**config.mk**
```make
export PLATFORM = sky130hd
export DESIGN_NAME = wb_arbiter
export DESIGN_NICKNAME = d
export VERILOG_FILES = /design/src/rtl/wb_arbiter.sv
export SDC_FILE = /design/constraint.sdc
export NUM_CORES = 1
export LEC_CHECK = 0
export CELL_PAD_IN_SITES_DETAIL_PLACEMENT = 1
export CELL_PAD_IN_SITES_GLOBAL_PLACEMENT = 2
export CORE_MARGIN = 3
export CORE_UTILIZATION = 17
export CTS_BUF_LIST = sky130_fd_sc_hd__clkbuf_4 sky130_fd_sc_hd__clkbuf_8
export DETAILED_ROUTE_END_ITERATION = 12
export GPL_TIMING_DRIVEN = 0
export PLACE_DENSITY = 0.85
export SLEW_MARGIN = 10
export SYNTH_ARGS = -nofsm -noshare
export SYNTH_HDL_FRONTEND = slang
export SYNTH_SLANG_ARGS = --single-unit
export TNS_END_PERCENT = 5
```
**constraint.sdc**
```tcl
create_clock -name clk -period 3.8 [get_ports clk]
set_input_delay 1.14 -clock clk [delete_from_list [all_inputs] [get_ports clk]]
set_output_delay 1.14 -clock clk [all_outputs]
set_load 0.01 [all_outputs]
```
**src/rtl/wb_arbiter.sv**
```systemverilog
// ---------------------------------------------------------------------------
// wb_arbiter
//
// Purpose:
//   Shares the single register-file write port among NREQ writeback
//   producers (ALU, load unit, multi-cycle mul/div/FPU). Each producer uses
//   a valid/ready handshake. A round-robin arbiter picks at most one winner
//   per cycle. The winner's destination register and data are registered
//   onto the write port (rf_we / rf_waddr / rf_wdata) one cycle later.
//
// Parameters:
//   NREQ  number of writeback requesters (2..8)
//   XLEN  writeback data width
//
// Ports:
//   clk, rst_n     clock; synchronous active-low reset
//   req_valid      [NREQ]       per-requester writeback request
//   req_ready      [NREQ]       per-requester grant (combinational)
//   req_rd         [NREQ*5]     destination register, requester i at [5i+4:5i]
//   req_data       [NREQ*XLEN]  writeback data, requester i at [XLEN*i +: XLEN]
//   hold           suppresses all grants (e.g. debug owns the regfile)
//   rf_we          registered regfile write enable
//   rf_waddr       registered regfile write address
//   rf_wdata       registered regfile write data
//   wb_busy        some request is valid but not granted this cycle
//
// Optional feature (macro WB_SCOREBOARD_EN):
//   iss_valid, iss_rd    instruction issue with its destination register
//   rs1_addr, rs2_addr   source registers to look up
//   rs1_busy, rs2_busy   source register still has a write outstanding
//   busy_vec [32]        in-flight destination register bitmap
// ---------------------------------------------------------------------------
module wb_arbiter #(
  parameter int NREQ = 3,
  parameter int XLEN = 32
) (
  input  logic                 clk,
  input  logic                 rst_n,
  input  logic [NREQ-1:0]      req_valid,
  output logic [NREQ-1:0]      req_ready,
  input  logic [NREQ*5-1:0]    req_rd,
  input  logic [NREQ*XLEN-1:0] req_data,
  input  logic                 hold,
  output logic                 rf_we,
  output logic [4:0]           rf_waddr,
  output logic [XLEN-1:0]      rf_wdata,
  output logic                 wb_busy
`ifdef WB_SCOREBOARD_EN
  ,
  input  logic                 iss_valid,
  input  logic [4:0]           iss_rd,
  input  logic [4:0]           rs1_addr,
  input  logic [4:0]           rs2_addr,
  output logic                 rs1_busy,
  output logic                 rs2_busy,
  output logic [31:0]          busy_vec
`endif
);

  localparam int PW = (NREQ > 1) ? $clog2(NREQ) : 1;
  localparam logic [PW-1:0] LAST_IDX = PW'(NREQ - 1);
  localparam logic [PW:0]   NREQ_W   = (PW+1)'(NREQ);

  // Arbitration results
  logic [NREQ-1:0] grant_s;
  logic            grant_any_s;
  logic [PW-1:0]   grant_idx_s;
  logic            arb_en_s;
  logic [4:0]      sel_rd_s;
  logic [XLEN-1:0] sel_data_s;

  // Registered state
  logic [PW-1:0]   rr_ptr_q, rr_ptr_d;
  logic            rf_we_q, rf_we_d;
  logic [4:0]      rf_waddr_q, rf_waddr_d;
  logic [XLEN-1:0] rf_wdata_q, rf_wdata_d;

  assign arb_en_s = rst_n & ~hold;

  // Round-robin search starting at rr_ptr_q; the candidate index is wrapped
  // by subtraction so non-power-of-two NREQ never lands on an unused slot.
  always_comb begin : arb_search
    logic [PW:0] cand_v;
    grant_s     = '0;
    grant_any_s = 1'b0;
    grant_idx_s = '0;
    cand_v      = '0;
    for (int k = 0; k < NREQ; k++) begin
      cand_v = {1'b0, rr_ptr_q} + (PW+1)'(k);
      if (cand_v >= NREQ_W) begin
        cand_v = cand_v - NREQ_W;
      end else begin
        cand_v = cand_v;
      end
      if (arb_en_s && !grant_any_s && req_valid[cand_v[PW-1:0]]) begin
        grant_any_s                  = 1'b1;
        grant_idx_s                  = cand_v[PW-1:0];
        grant_s[cand_v[PW-1:0]]      = 1'b1;
      end else begin
        grant_any_s = grant_any_s;
      end
    end
  end

  // One-hot mux of the winner's rd/data (AND-OR, grant is at most one-hot).
  always_comb begin : winner_mux
    sel_rd_s   = 5'd0;
    sel_data_s = '0;
    for (int i = 0; i < NREQ; i++) begin
      sel_rd_s   = sel_rd_s   | (req_rd[5*i +: 5]        & {5{grant_s[i]}});
      sel_data_s = sel_data_s | (req_data[XLEN*i +: XLEN] & {XLEN{grant_s[i]}});
    end
  end

  assign req_ready = grant_s;
  assign wb_busy   = |(req_valid & ~grant_s);

  // Next-state for the write port and round-robin pointer. A grant with
  // rd=0 is consumed (pointer advances) but never raises the write enable.
  always_comb begin : next_state
    rf_we_d    = 1'b0;
    rf_waddr_d = rf_waddr_q;
    rf_wdata_d = rf_wdata_q;
    rr_ptr_d   = rr_ptr_q;
    if (grant_any_s) begin
      rf_we_d    = (sel_rd_s != 5'd0);
      rf_waddr_d = sel_rd_s;
      rf_wdata_d = sel_data_s;
      if (grant_idx_s == LAST_IDX) begin
        rr_ptr_d = '0;
      end else begin
        rr_ptr_d = grant_idx_s + PW'(1);
      end
    end else begin
      rf_we_d = 1'b0;
    end
  end

  // Write-port and pointer registers with synchronous active-low reset.
  always_ff @(posedge clk) begin
    if (!rst_n) begin
      rr_ptr_q   <= '0;
      rf_we_q    <= 1'b0;
      rf_waddr_q <= 5'd0;
      rf_wdata_q <= '0;
    end else begin
      rr_ptr_q   <= rr_ptr_d;
      rf_we_q    <= rf_we_d;
      rf_waddr_q <= rf_waddr_d;
      rf_wdata_q <= rf_wdata_d;
    end
  end

  assign rf_we    = rf_we_q;
  assign rf_waddr = rf_waddr_q;
  assign rf_wdata = rf_wdata_q;

`ifdef WB_SCOREBOARD_EN
  logic [31:0] busy_q, busy_d;
  logic [31:0] set_mask_s, clr_mask_s;

  // Set is applied after clear so a re-issue to a register that is being
  // committed in the same cycle keeps it busy (new producer outstanding).
  always_comb begin : sb_next
    set_mask_s = (iss_valid && (iss_rd != 5'd0)) ? (32'd1 << iss_rd) : 32'd0;
    clr_mask_s = rf_we_q ? (32'd1 << rf_waddr_q) : 32'd0;
    busy_d     = (busy_q & ~clr_mask_s) | set_mask_s;
    busy_d[0]  = 1'b0;
  end

  // In-flight destination bitmap register.
  always_ff @(posedge clk) begin
    if (!rst_n) begin
      busy_q <= 32'd0;
    end else begin
      busy_q <= busy_d;
    end
  end

  // Lookups read the registered bitmap only; a clear happening this cycle
  // is not bypassed.
  assign busy_vec = busy_q;
  assign rs1_busy = busy_q[rs1_addr];
  assign rs2_busy = busy_q[rs2_addr];
`endif

endmodule

```
# Word-level counts from Yosys, hierarchy flattened
# Cells that the tools add are included.
# totals
register_bits,40
out_inout_bits,42
word_cells,74
# op_classes
n_addsub,6
magnitude_cmp,9
n_eq_ne,1
n_mux,25
bitwise,16
reduce_logical,13
# op_table
operator,count
32-bit AND,3
32-bit bitwise OR,2
5-bit AND,3
2-bit two-way mux,7
5-bit bitwise OR,2
2-bit by 3-bit less-than comparator with 1-bit output (second input constant),3
1-bit two-way mux,9
3-bit two-way mux,3
1-bit logical AND,8
1-bit binary-select mux with 2-bit select,3
1-bit demux with 2-bit select,3
2-bit by 1-bit greater-or-equal comparator with 1-bit output (second input constant),3
3-bit by 2-bit greater-or-equal comparator with 1-bit output (second input constant),2
3-bit bitwise OR,2
2-bit subtractor (second input constant),3
5-bit nonzero test,1
2-bit by 1-bit adder with 3-bit output (second input constant),1
2-bit by 2-bit adder with 3-bit output (second input constant),1
3-bit AND,1
3-bit inverter,1
3-bit OR reduction,1
2-bit by 1-bit adder with 2-bit output (second input constant),1
2-bit == test (second input constant),1
2-bit greater-or-equal comparator (second input constant),1
4 further kinds,5

# Logic depth before layout (Yosys ltp)
# logic_depth
word_depth,18
depth_mapped,12

# Worst setup path after synthesis
# Ideal clock, no wire load.
# synth_path
path_kind,in2out
startpoint,input req_valid[1]
endpoint,output wb_busy
t_arrival_ns,2.549
slack_ns,0.111
stages,7
cell_sequence,mux2i_1 o21ai_1 a22o_1 a32o_1 buf_2 buf_2 o221ai_1
# synth_via
elab_chain_len,15
# synth_rtl
element,line,source
start: declaration,39,"input logic [NREQ-1:0] req_valid,"
1-bit binary-select mux with 2-bit select,95,if (arb_en_s && !grant_any_s && req_valid[cand_v[PW-1:0]]) begin
1-bit two-way mux (implied by the code),95,
1-bit logical AND,95,
1-bit two-way mux,95,
1-bit logical NOT,95,
1-bit logical AND (2 in a row),95,
1-bit two-way mux,95,
1-bit logical NOT,95,
1-bit logical AND (2 in a row),95,
3-bit two-way mux (*),95,
net req_ready[0],40,"output logic [NREQ-1:0] req_ready,"
3-bit inverter (*),116,assign wb_busy = |(req_valid & ~grant_s);
3-bit AND (*),116,
3-bit OR reduction (*),116,
end: declaration,47,output logic wb_busy
# Mark *: on every way through the listed nets, which the timed path passes. The rest lies on a longest branch. The select of a mux whose other input is x is not followed.

# Worst setup path in the final report
# layout_path
startpoint,input req_valid[1]
endpoint,output wb_busy
# layout_via
elab_chain_len,15
# layout_rtl
element,line
1-bit binary-select mux with 2-bit select,95
1-bit two-way mux (implied by the code),95
1-bit logical AND,95
1-bit two-way mux,95
1-bit logical NOT,95
1-bit logical AND (2 in a row),95
1-bit two-way mux,95
1-bit logical NOT,95
1-bit logical AND (2 in a row),95
3-bit two-way mux,95
3-bit inverter,116
3-bit AND (*),116
3-bit OR reduction (*),116
# Every way passes the cells marked *; elsewhere a longest branch is shown, timed or not. The select of a mux whose other input is x is not followed.

==> results.sh <==
export IMPL_status="finished, final reports clean"
export IMPL_tritoncts="yes"
export IMPL_synth_cells=231
export IMPL_dp_cells=532
export IMPL_tightest_slew_ns=0.618
export IMPL_die_h_um=115
export IMPL_cts_hold_buf=0
export IMPL_gp_congestion=0.800
export IMPL_finalNonFillerCells=549
export IMPL_r2r_start="rr_ptr_q[1]"
export IMPL_die_area_um2=13200
export IMPL_cpMostUsedCell="buf_2"
export IMPL_yosysTopAreaCell="dfxtp_1"
export IMPL_hold_path_startpoint="rf_waddr[3]"
export IMPL_drive_gt1_share_pct=12.1
export IMPL_start_util_pct=17.5
export IMPL_clk_latency_ns=0.29
export IMPL_endpoint_kind="output port"
export IMPL_yosysWarningCount=0
export IMPL_grt_max_degree=13
export IMPL_cpMaxStageDelayCell="a32o_2"
export IMPL_vdd_drop_max_mv=0.137
export IMPL_cp_start_kind="primary input"
export IMPL_synth_seq_cells=40
export IMPL_hpwlAfterDp_um=7630
export IMPL_wl_um=10200
export IMPL_cts_made_buffers=5
export IMPL_path_clk_slew_ns=0.09
export IMPL_synth_top_area_share_pct=39.9
export IMPL_syn_area_um2=2010
export IMPL_cts_max_level=2
export IMPL_min_path_cells=2
export IMPL_grt_overflow=0
export IMPL_rrSetupSlack_ns=0.97
export IMPL_critPathKind="in -> out"
export IMPL_period_minus_slack_ns=3.68
export IMPL_synth_area_leaders="dfxtp_1 (40%), a222oi_1 (17%), a21oi_1 (9.7%)"
export IMPL_setup_violations=0
export IMPL_r2r_end="rf_we"
export IMPL_grt_total_usage_pct=15.0
export IMPL_reg2regPathDepth=10
export IMPL_final_hold_viol_count=0
export IMPL_via_count=2639
export IMPL_grt_pass1_wl_um=15300
export IMPL_clk_path_buf_depth=2
export IMPL_crit_required_ns=2.66
export IMPL_fmax_mhz=271
export IMPL_synth_nets=352
export IMPL_min_to="rf_waddr[3]"
export IMPL_ios=159
export IMPL_drc_errors=0
export IMPL_regArea_um2=801
export IMPL_synth_area_per_cell_um2=8.69
export IMPL_root_buffer="clkbuf_8"
export IMPL_area_growth_pct=100
export IMPL_nets=526
export IMPL_antenna_found_initial=0
export IMPL_critical_path_max_fanout=7
export IMPL_coreArea_um2=11500
export IMPL_rsz0062_at_grt="no"
export IMPL_utilization_pct=35.1
export IMPL_seq_area_frac_synth_pct=39.9
export IMPL_drtIter0Drc=175
export IMPL_cpPeakStageDelay_ns=0.25
export IMPL_finalSetupTns_ns=0
export IMPL_final_antenna_net_count=0
export IMPL_p_leak_nw=1.45
export IMPL_drv_cap=0
export IMPL_finalCritPeriodShare_pct=97.0
export IMPL_fillCellCount=1335
export IMPL_drv_slew=0
export IMPL_hp_class="reg -> reg"
export IMPL_path_cells="buf_2 -> mux2i_4 -> o211a_1 -> a22o_1 -> a32o_2 -> buf_12 -> o221ai_2 -> buf_2"
export IMPL_ys_types=33
export IMPL_drt_pass1_iterations=5
export IMPL_powerDensity_nw_per_um2=306
export IMPL_first_global_vias=2907
export IMPL_mostFrequentLayoutCell="clkdlybuf4s50_1"
export IMPL_wl_per_cell_um=18.5
export IMPL_n_antenna_cell=0
export IMPL_rows=39
export IMPL_io_buffers=158
export IMPL_skew_ns=0.00842
export IMPL_die_x_um=115
export IMPL_final_cell_mix="clkdlybuf4s50_1 (149), nand2_1 (42), dfxtp_1 (40)"
export IMPL_multi_input_area_um2=1120
export IMPL_cp_arrival_ns=2.54
export IMPL_slew_headroom_pct=58.8
export IMPL_routed_via_density=4.81
export IMPL_cts_sinks=40
## registers in the layout (all words and copies together) (netlist names)
name      count
rf_wdata     32
rf_waddr      5
rr_ptr_q      2
rf_we         1
## critical path: cells and delay by family
kind	cells	cell delay, ns
mux	1	0.11
buf+inv	3	0.48
compound gates	4	0.81
## Yosys cell counts
| cell type | number |
|---|---|
| a211oi_2 | 1 |
| a21o_1 | 2 |
| a21oi_1 | 39 |
| a222oi_1 | 35 |
| a22o_1 | 1 |
| a22oi_1 | 2 |
| a31oi_1 | 4 |
| a32o_1 | 2 |
| a32oi_1 | 1 |
| and2b_1 | 1 |
| and3_1 | 1 |
| and4_1 | 1 |
| buf_2 | 9 |
| buf_4 | 2 |
| buf_6 | 3 |
| clkbuf_1 | 7 |
| dfxtp_1 | 40 |
| ha_1 | 4 |
| inv_1 | 8 |
| mux2i_1 | 3 |
| nand2_1 | 42 |
| nand2b_1 | 3 |
| nand3b_1 | 3 |
| nand4_1 | 1 |
| nor2_1 | 6 |
| nor4_1 | 1 |
| o211a_1 | 2 |
| o211ai_1 | 1 |
| o21a_1 | 1 |
| o21ai_1 | 2 |
| o221ai_1 | 1 |
| o31ai_1 | 1 |
| o32ai_1 | 1 |
## metrics by stage
step | cell area (µm²) | hold slack [ns] | setup WS, ns | total power, W
after floorplan | 2010 | 0.469 | 0.111 | 0.000644
after global placement | 3770 | 0.442 | -1.29 | 0.000891
after detailed placement | 3770 | 0.450 | -1.31 | 0.000901
after CTS | 3970 | 0.465 | -0.0319 | 0.00125
after global routing | 4020 | 0.503 | 0.0379 | 0.00131
final | 4020 | 0.462 | 0.115 | 0.00123
## per-layer routing
layer	share of wire, %	global-route usage, %	routed length [µm]	vias to the layer above
li1	-	-	-	1253
met1	40	16.9	4060	1276
met2	51	27.6	5150	108
met3	9.1	5.18	925	2
met4	0.37	2.38	38	0
met5	0	0	0	-
## how the worst max path moves through the flow
stage | startpoint | end | slack [ns] | depth (start not counted)
3_3_place_gp | req_valid[1] | wb_busy | -1.29 | 9
2_1_floorplan | req_valid[1] | wb_busy | 0.11 | 7
3_5_place_dp | req_valid[1] | wb_busy | -1.31 | 9
6_report | req_valid[1] | wb_busy | 0.12 | 8
5_1_grt | rr_ptr_q[0] | wb_busy | 0.04 | 10
4_1_cts | req_valid[1] | wb_busy | -0.03 | 8
## cell type report
class,instances,area share [%]
repair buffers,168,40.9
multi-input cells,162,27.9
flip-flops and latches,40,19.9
well taps,143,4.45
plain buffers,20,3.64
clock buffers,7,2.24
inverters,8,0.747
clock inverters,1,0.187
## repair_timing
action | CTS | global route
resized for setup | 38 | 12
setup endpoints to repair | 4 | 4
hold endpoints to repair | 0 | 0
setup buffers | 6 | 4
pin swaps | 4 | 3
## where the power goes
| group | leakage, nW | switching (W) | internal [W] |
|---|---|---|---|
| clock network | 0.0479 | 0.000165 | 0.000155 |
| registers | 0.326 | 0.0000188 | 0.000456 |
| logic | 1.08 | 0.000186 | 0.000251 |
## logic make-up after synthesis
family	after synthesis	share of synthesized area, %
AO/OA/AOI/OAI	96	35.9
AND/OR/NAND/NOR	59	12.8
multiplexers	3	1.50
buffers and inverters	29	7.48
flip-flops	40	39.9
adder cells (fa/ha/maj)	4	2.49
No activity file was read; power rests on OpenSTA's default activity.
==> variant 1 (config.mk and constraints unchanged) <==
Build with the macro `WB_SCOREBOARD_EN` defined.
--- a/src/rtl/wb_arbiter.sv
+++ b/src/rtl/wb_arbiter.sv
@@ -31,4 +31,6 @@
 //   busy_vec [32]        in-flight destination register bitmap
 // ---------------------------------------------------------------------------
+`define WB_SCOREBOARD_EN
+
 module wb_arbiter #(
   parameter int NREQ = 3,
Ports: changed (7 added); port bits go from 159 to 209. No check against the original RTL was run, so the function may have changed too.
==> variant 1 against the original RTL <==
  * The flow now finishes with violations (negative setup slack)
  * Die area rose by 92%
  * Synthesized area up 98%
  * Routed wire length increased by 79%
  * Power grew 68%
  * Worst setup slack lost 0.12 ns
  * Worst hold slack improved by 0.068 ns
  * Design area rose by 70%
  * Via count rose by 65%
  * Critical path depth shrank 3
  * Sequential power up 71%
  * Clock skew grew 0.0039 ns
  * Sequential cell count grew 31
  * Sequential share of layout area grew 0.91 points
  * Count of clock-buffer cells in the layout grew 3
==> variant 1: results (changes against the original RTL) <==
| Metric | Value |
|---|---|
| Crit path arrival time | `2.67 ns (+0.13 ns)` |
| Mapped Nets | `568 (+61%)` |
| Drt first pass iters | `5 (unchanged)` |
| GR met1 Demand/Resource | `0.159 (-0.0100)` |
| Clk_lat worst skew | `0.37 ns (+0.08 ns)` |
| CP startpoint | `rs1_addr[0]` |
| Hold crit path type | `flop to flop` |
| Met2 GRT Util | `0.251 (-0.0243)` |
| Post-Synth Adder-Cell Area | `0.0126 (-0.0124)` |
| Post-synthesis mux area share | `0.124 (+0.109)` |
| Routed len/inst | `18.8 µm (+1.2%)` |
| Vias in the first global route | `4894 (+68%)` |
| Metal-1 WL | `7520 µm (+85%)` |
| ANT cells | `0 (unchanged)` |
| Ys Warns | `0 (unchanged)` |
| Most instantiated cells after synthesis | `dfxtp_1 (71), a21boi_0 (69), a22oi_1 (64)` |
| Detailed route wirelength on metal2 | `8800 µm (+71%)` |
| Worst clock skew | `0.0123 ns (+0.00387 ns)` |
| HPWL after detailed placement | `14300 µm (+88%)` |
| Layout cell share with drive strength beyond 1 | `0.137 (+0.0165)` |
| FF-to-FF path depth | `12 (+2)` |
| I/O Buffers | `202 (+28%)` |
| P_leak | `2.25 nW (+55%)` |
| Fillers | `2692 (+100%)` |
| Final TNS setup | `-0.00595 ns (-0.00595 ns)` |
| Worst setup margin | `-0.00595 ns (-0.121 ns)` |
| Final setup viols | `1 (+1)` |
| RePlAce Congestion | `0.774 (-3.2%)` |
| First-pass GRT wire length | `28000 µm (+83%)` |
| Worst path max stage delay | `0.50 ns (+0.25 ns)` |
| Vias | `4360 (+65%)` |
| Total CTS buffers | `9 (+4)` |
| Crit path capture | `rs1_busy` |
| R2r setup slk | `0.82 ns (-0.15 ns)` |
| Failing checks | `negative setup slack` |
| DP Area | `6400 µm² (+70%)` |
| Nets@finish | `788 (+50%)` |
| H-tree Lvls | `3 (+1)` |
| Synth Area in Compound Gates | `0.339 (-0.0199)` |
| Yosys cell types | `44 (+33%)` |
| M3 GR Usage | `0.0489 (-0.00289)` |
| Post-Place Cells | `946 (+78%)` |
| CTS Buffer Depth | `2 (unchanged)` |
| Met3 wire length | `1520 µm (+65%)` |
| R2r endpoint | `rf_we` |
| Register area share after synthesis | `0.357 (-0.0419)` |
| Mean Syn Cell Area | `9.24 µm² (+6.3%)` |
| Worst-path fanout max | `9 (+2)` |
| Total Routing Usage GR | `0.141 (-0.00881)` |
| Synth top area cells | `dfxtp_1 (36%), a21boi_0 (13%), a22oi_1 (12%), mux4_2 (10%), o21ai_0 (4.5%)` |
| Status | `finished with violations` |
| Wirelength, routed | `18200 µm (+79%)` |
| CP max-delay cell | `mux4_2` |
| Max reg flops | `32 (unchanged)` |
| Root buffer cell | `clkbuf_8` |
| Largest net degree at the start of global routing | `18 (+5)` |
| Top Layer Used | `met4` |
| Worst vdd ir | `188 µV (+37%)` |
| Least-Margin Pin Slew | `0.603 ns (-0.0147 ns)` |
| Initial drt markers | `184 (+5.1%)` |
[variant 1: final cells by class]
type / instances / area [µm²] / share of cell area
multi-input combinational: 319 / 2450 / 0.359
timing repair buffer: 212 / 2080 / 0.304
clock inverter: 6 / 92.6 / 0.0135
inverter: 5 / 18.8 / 0.00275
sequential: 71 / 1420 / 0.208
tap: 313 / 392 / 0.0573
buffer: 33 / 241 / 0.0353
clock buffer: 10 / 138 / 0.0201
[variant 1: stage by stage]
stage / worst slack (ns) / util
2_1_floorplan: -0.185 / -
3_3_place_gp: -1.20 / 0.280
3_5_place_dp: -1.22 / 0.280
4_1_cts: -0.0132 / 0.298
5_1_grt: -0.0371 / 0.299
6_report: -0.00595 / 0.299
[variant 1: worst max-delay path, delay by kind of cell]
kind	cells	cell delay (ns)
muxes	3	1.26
buffers and inverters	2	0.26
[variant 1: where the power goes]
group	internal (W)	switching [W]
Clock	0.000391	0.000337
Combinational	0.000303	0.000232
Sequential	0.000784	0.0000290
[variant 1: worst min path at each step]
| stage | depth (start not counted) | startpoint | slack (ns) | end |
|---|---|---|---|---|
| floorplan | 2 | rr_ptr_q[1] | 0.48 | rr_ptr_q[1] |
| detailed placement | 2 | rr_ptr_q[1] | 0.52 | rr_ptr_q[1] |
| global route | 2 | rf_waddr[4] | 0.57 | rf_waddr[4] |
| CTS | 2 | rr_ptr_q[1] | 0.54 | rr_ptr_q[1] |
| finish | 2 | rr_ptr_q[1] | 0.53 | rr_ptr_q[1] |
| global placement | 2 | rr_ptr_q[1] | 0.50 | rr_ptr_q[1] |
[variant 1: what timing repair did]
action,CTS,global route
endpoints found under the setup margin,6,5
pin swaps,6,2
setup buffers,9,1
gates resized for setup,67,9
==> variant 2 (same settings) <==
Made on the original files. `rf_waddr_q` and `rf_wdata_q` no longer have a reset.
--- a/src/rtl/wb_arbiter.sv
+++ b/src/rtl/wb_arbiter.sv
@@ -142,12 +142,13 @@
       rr_ptr_q   <= '0;
       rf_we_q    <= 1'b0;
-      rf_waddr_q <= 5'd0;
-      rf_wdata_q <= '0;
     end else begin
       rr_ptr_q   <= rr_ptr_d;
       rf_we_q    <= rf_we_d;
-      rf_waddr_q <= rf_waddr_d;
-      rf_wdata_q <= rf_wdata_d;
     end
+  end
+
+  always_ff @(posedge clk) begin
+    rf_waddr_q <= rf_waddr_d;
+    rf_wdata_q <= rf_wdata_d;
   end
 
Check against the original RTL: differs if rst_n is asserted again (counterexample within 4 cycles, from zero or initial values and one cycle with rst_n low); with rst_n held inactive, the same outputs for 10 cycles.
==> variant 2 against the original RTL <==
  * Routed wire length shrank 1.1%
  * Die area grew 15%
  * Sequential cell count is the same
  * Synthesized area grew 15%
  * Combinational power grew 51%
  * Highest routed layer unchanged
  * Power grew 31%
  * Clock skew shrank 0.0030 ns
  * Final cell count grew 1.1%
  * Critical path depth grew 2
  * Non-clock buffer count shrank 2
  * Worst setup slack lost 0.013 ns
  * Design area grew 9.7%
==> variant 2: results (changes against the original RTL) <==
| Metric | Value |
|---|---|
| Status | `finished, final reports clean` |
| Worst path max stage delay | `0.29 ns (+0.04 ns)` |
| Smallest hold slack | `0.522 ns (+0.0603 ns)` |
| Place WS | `-1.16 ns (+0.146 ns)` |
| Worst Hold Path EP | `rr_ptr_q[1]` |
| RR Startpoint | `rr_ptr_q[0]` |
| Relative slew slack | `0.682 (+0.0942)` |
| R2r endpoint | `rf_wdata[4]` |
| Vias in the first global route | `2566 (-12%)` |
| Mapped Nets | `323 (-8.2%)` |
| Total Routing Usage GR | `0.122 (-0.0276)` |
| DP Area | `4140 µm² (+9.8%)` |
| Ys Warns | `0 (unchanged)` |
| HPWL after detailed placement | `7960 µm (+4.3%)` |
| Layout cell share with drive strength beyond 1 | `0.161 (+0.0403)` |
| Layout area overhead | `90.5%` |
| I/O Buffers | `157 (-0.63%)` |
| Initial drt markers | `354 (+100%)` |
| Mean Syn Cell Area | `11.5 µm² (+32%)` |
| Register area share after synthesis | `0.505 (+0.107)` |
| Post-Place Cells | `536 (+0.75%)` |
| Nets@finish | `499 (-5.1%)` |
| Vias/cell | `4.48 (-6.9%)` |
| Synth top area cells | `edfxtp_1 (48%), a222oi_1 (14%), inv_1 (6.5%), buf_6 (3.9%), dfxtp_1 (2.6%)` |
| Worst-path fanout max | `3 (-4)` |
| Routed len/inst | `18.1 µm (-2.2%)` |
| Yosys cell types | `47 (+42%)` |
| Worst vdd ir | `120 µV (-12%)` |
| Largest net degree at the start of global routing | `22 (+9)` |
| Worst hold start | `rr_ptr_q[1]` |
| Fillers | `1493 (+12%)` |
| R2r setup slk | `1.04 ns (+0.07 ns)` |
| FF-to-FF path depth | `12 (+2)` |
| P_leak | `1.80 nW (+24%)` |
| Most instantiated cells after synthesis | `inv_1 (40), edfxtp_1 (37), a222oi_1 (33)` |
| RePlAce Congestion | `0.789 (-1.4%)` |
| First-pass GRT wire length | `14300 µm (-6.9%)` |
| Number of enable flip-flop cells after synthesis | `37 (+37)` |
| Vias | `2484 (-5.9%)` |
| Worst clock skew | `0.00544 ns (-0.00298 ns)` |
## variant 2: worst max path at each step
stage,endpoint,from,cells after the start,slack [ns]
6_report,wb_busy,rst_n,10,0.10
5_1_grt,wb_busy,rst_n,10,0.005
4_1_cts,wb_busy,hold,10,0.0008
3_5_place_dp,wb_busy,req_valid[2],9,-1.16
3_3_place_gp,wb_busy,rst_n,10,-1.14
2_1_floorplan,wb_busy,req_valid[0],8,0.22
## variant 2: layer usage
metal	GRT usage	wire length, µm	vias up
met4	0.0294	170	0
li1	-	-	1154
met1	0.152	4000	1231
met5	0	0	-
met3	0.0207	481	12
met2	0.220	5410	87
## variant 2: worst register-to-register path, delay by kind of cell (launching register included)
kind / cells / cell delay, ns
DFF: 1 / 0.37
adders and majority gates: 1 / 0.27
buffers and inverters: 6 / 0.94
AOI/OAI and AO/OA: 3 / 0.56
and+or+nand+nor: 2 / 0.39
## variant 2: logic make-up after synthesis
kind of cell | share of synthesized area
AOI/OAI and AO/OA | 0.239
adders and majority gates | 0.0216
buffers and inverters | 0.130
DFF | 0.505
muxes | 0.0178
and+or+nand+nor | 0.0869
## variant 2: cell type report
class / count / area share
clock inverters: 3 / 0.0105
inverters: 40 / 0.0340
repair buffers: 170 / 0.381
plain buffers: 16 / 0.0346
multi-input cells: 105 / 0.209
well taps: 176 / 0.0499
flip-flops and latches: 40 / 0.266
clock buffers: 5 / 0.0156
## variant 2: where the power goes
part	switching, W	internal (W)
combinational	0.000298	0.000362
sequential	0.0000170	0.000568
clock	0.000172	0.000198
## variant 2: repair_timing
action / CTS / global route
gates resized for setup: 40 / 11
pin swaps: 3 / 5
endpoints found under the setup margin: 4 / 4
setup buffers: 8 / 4
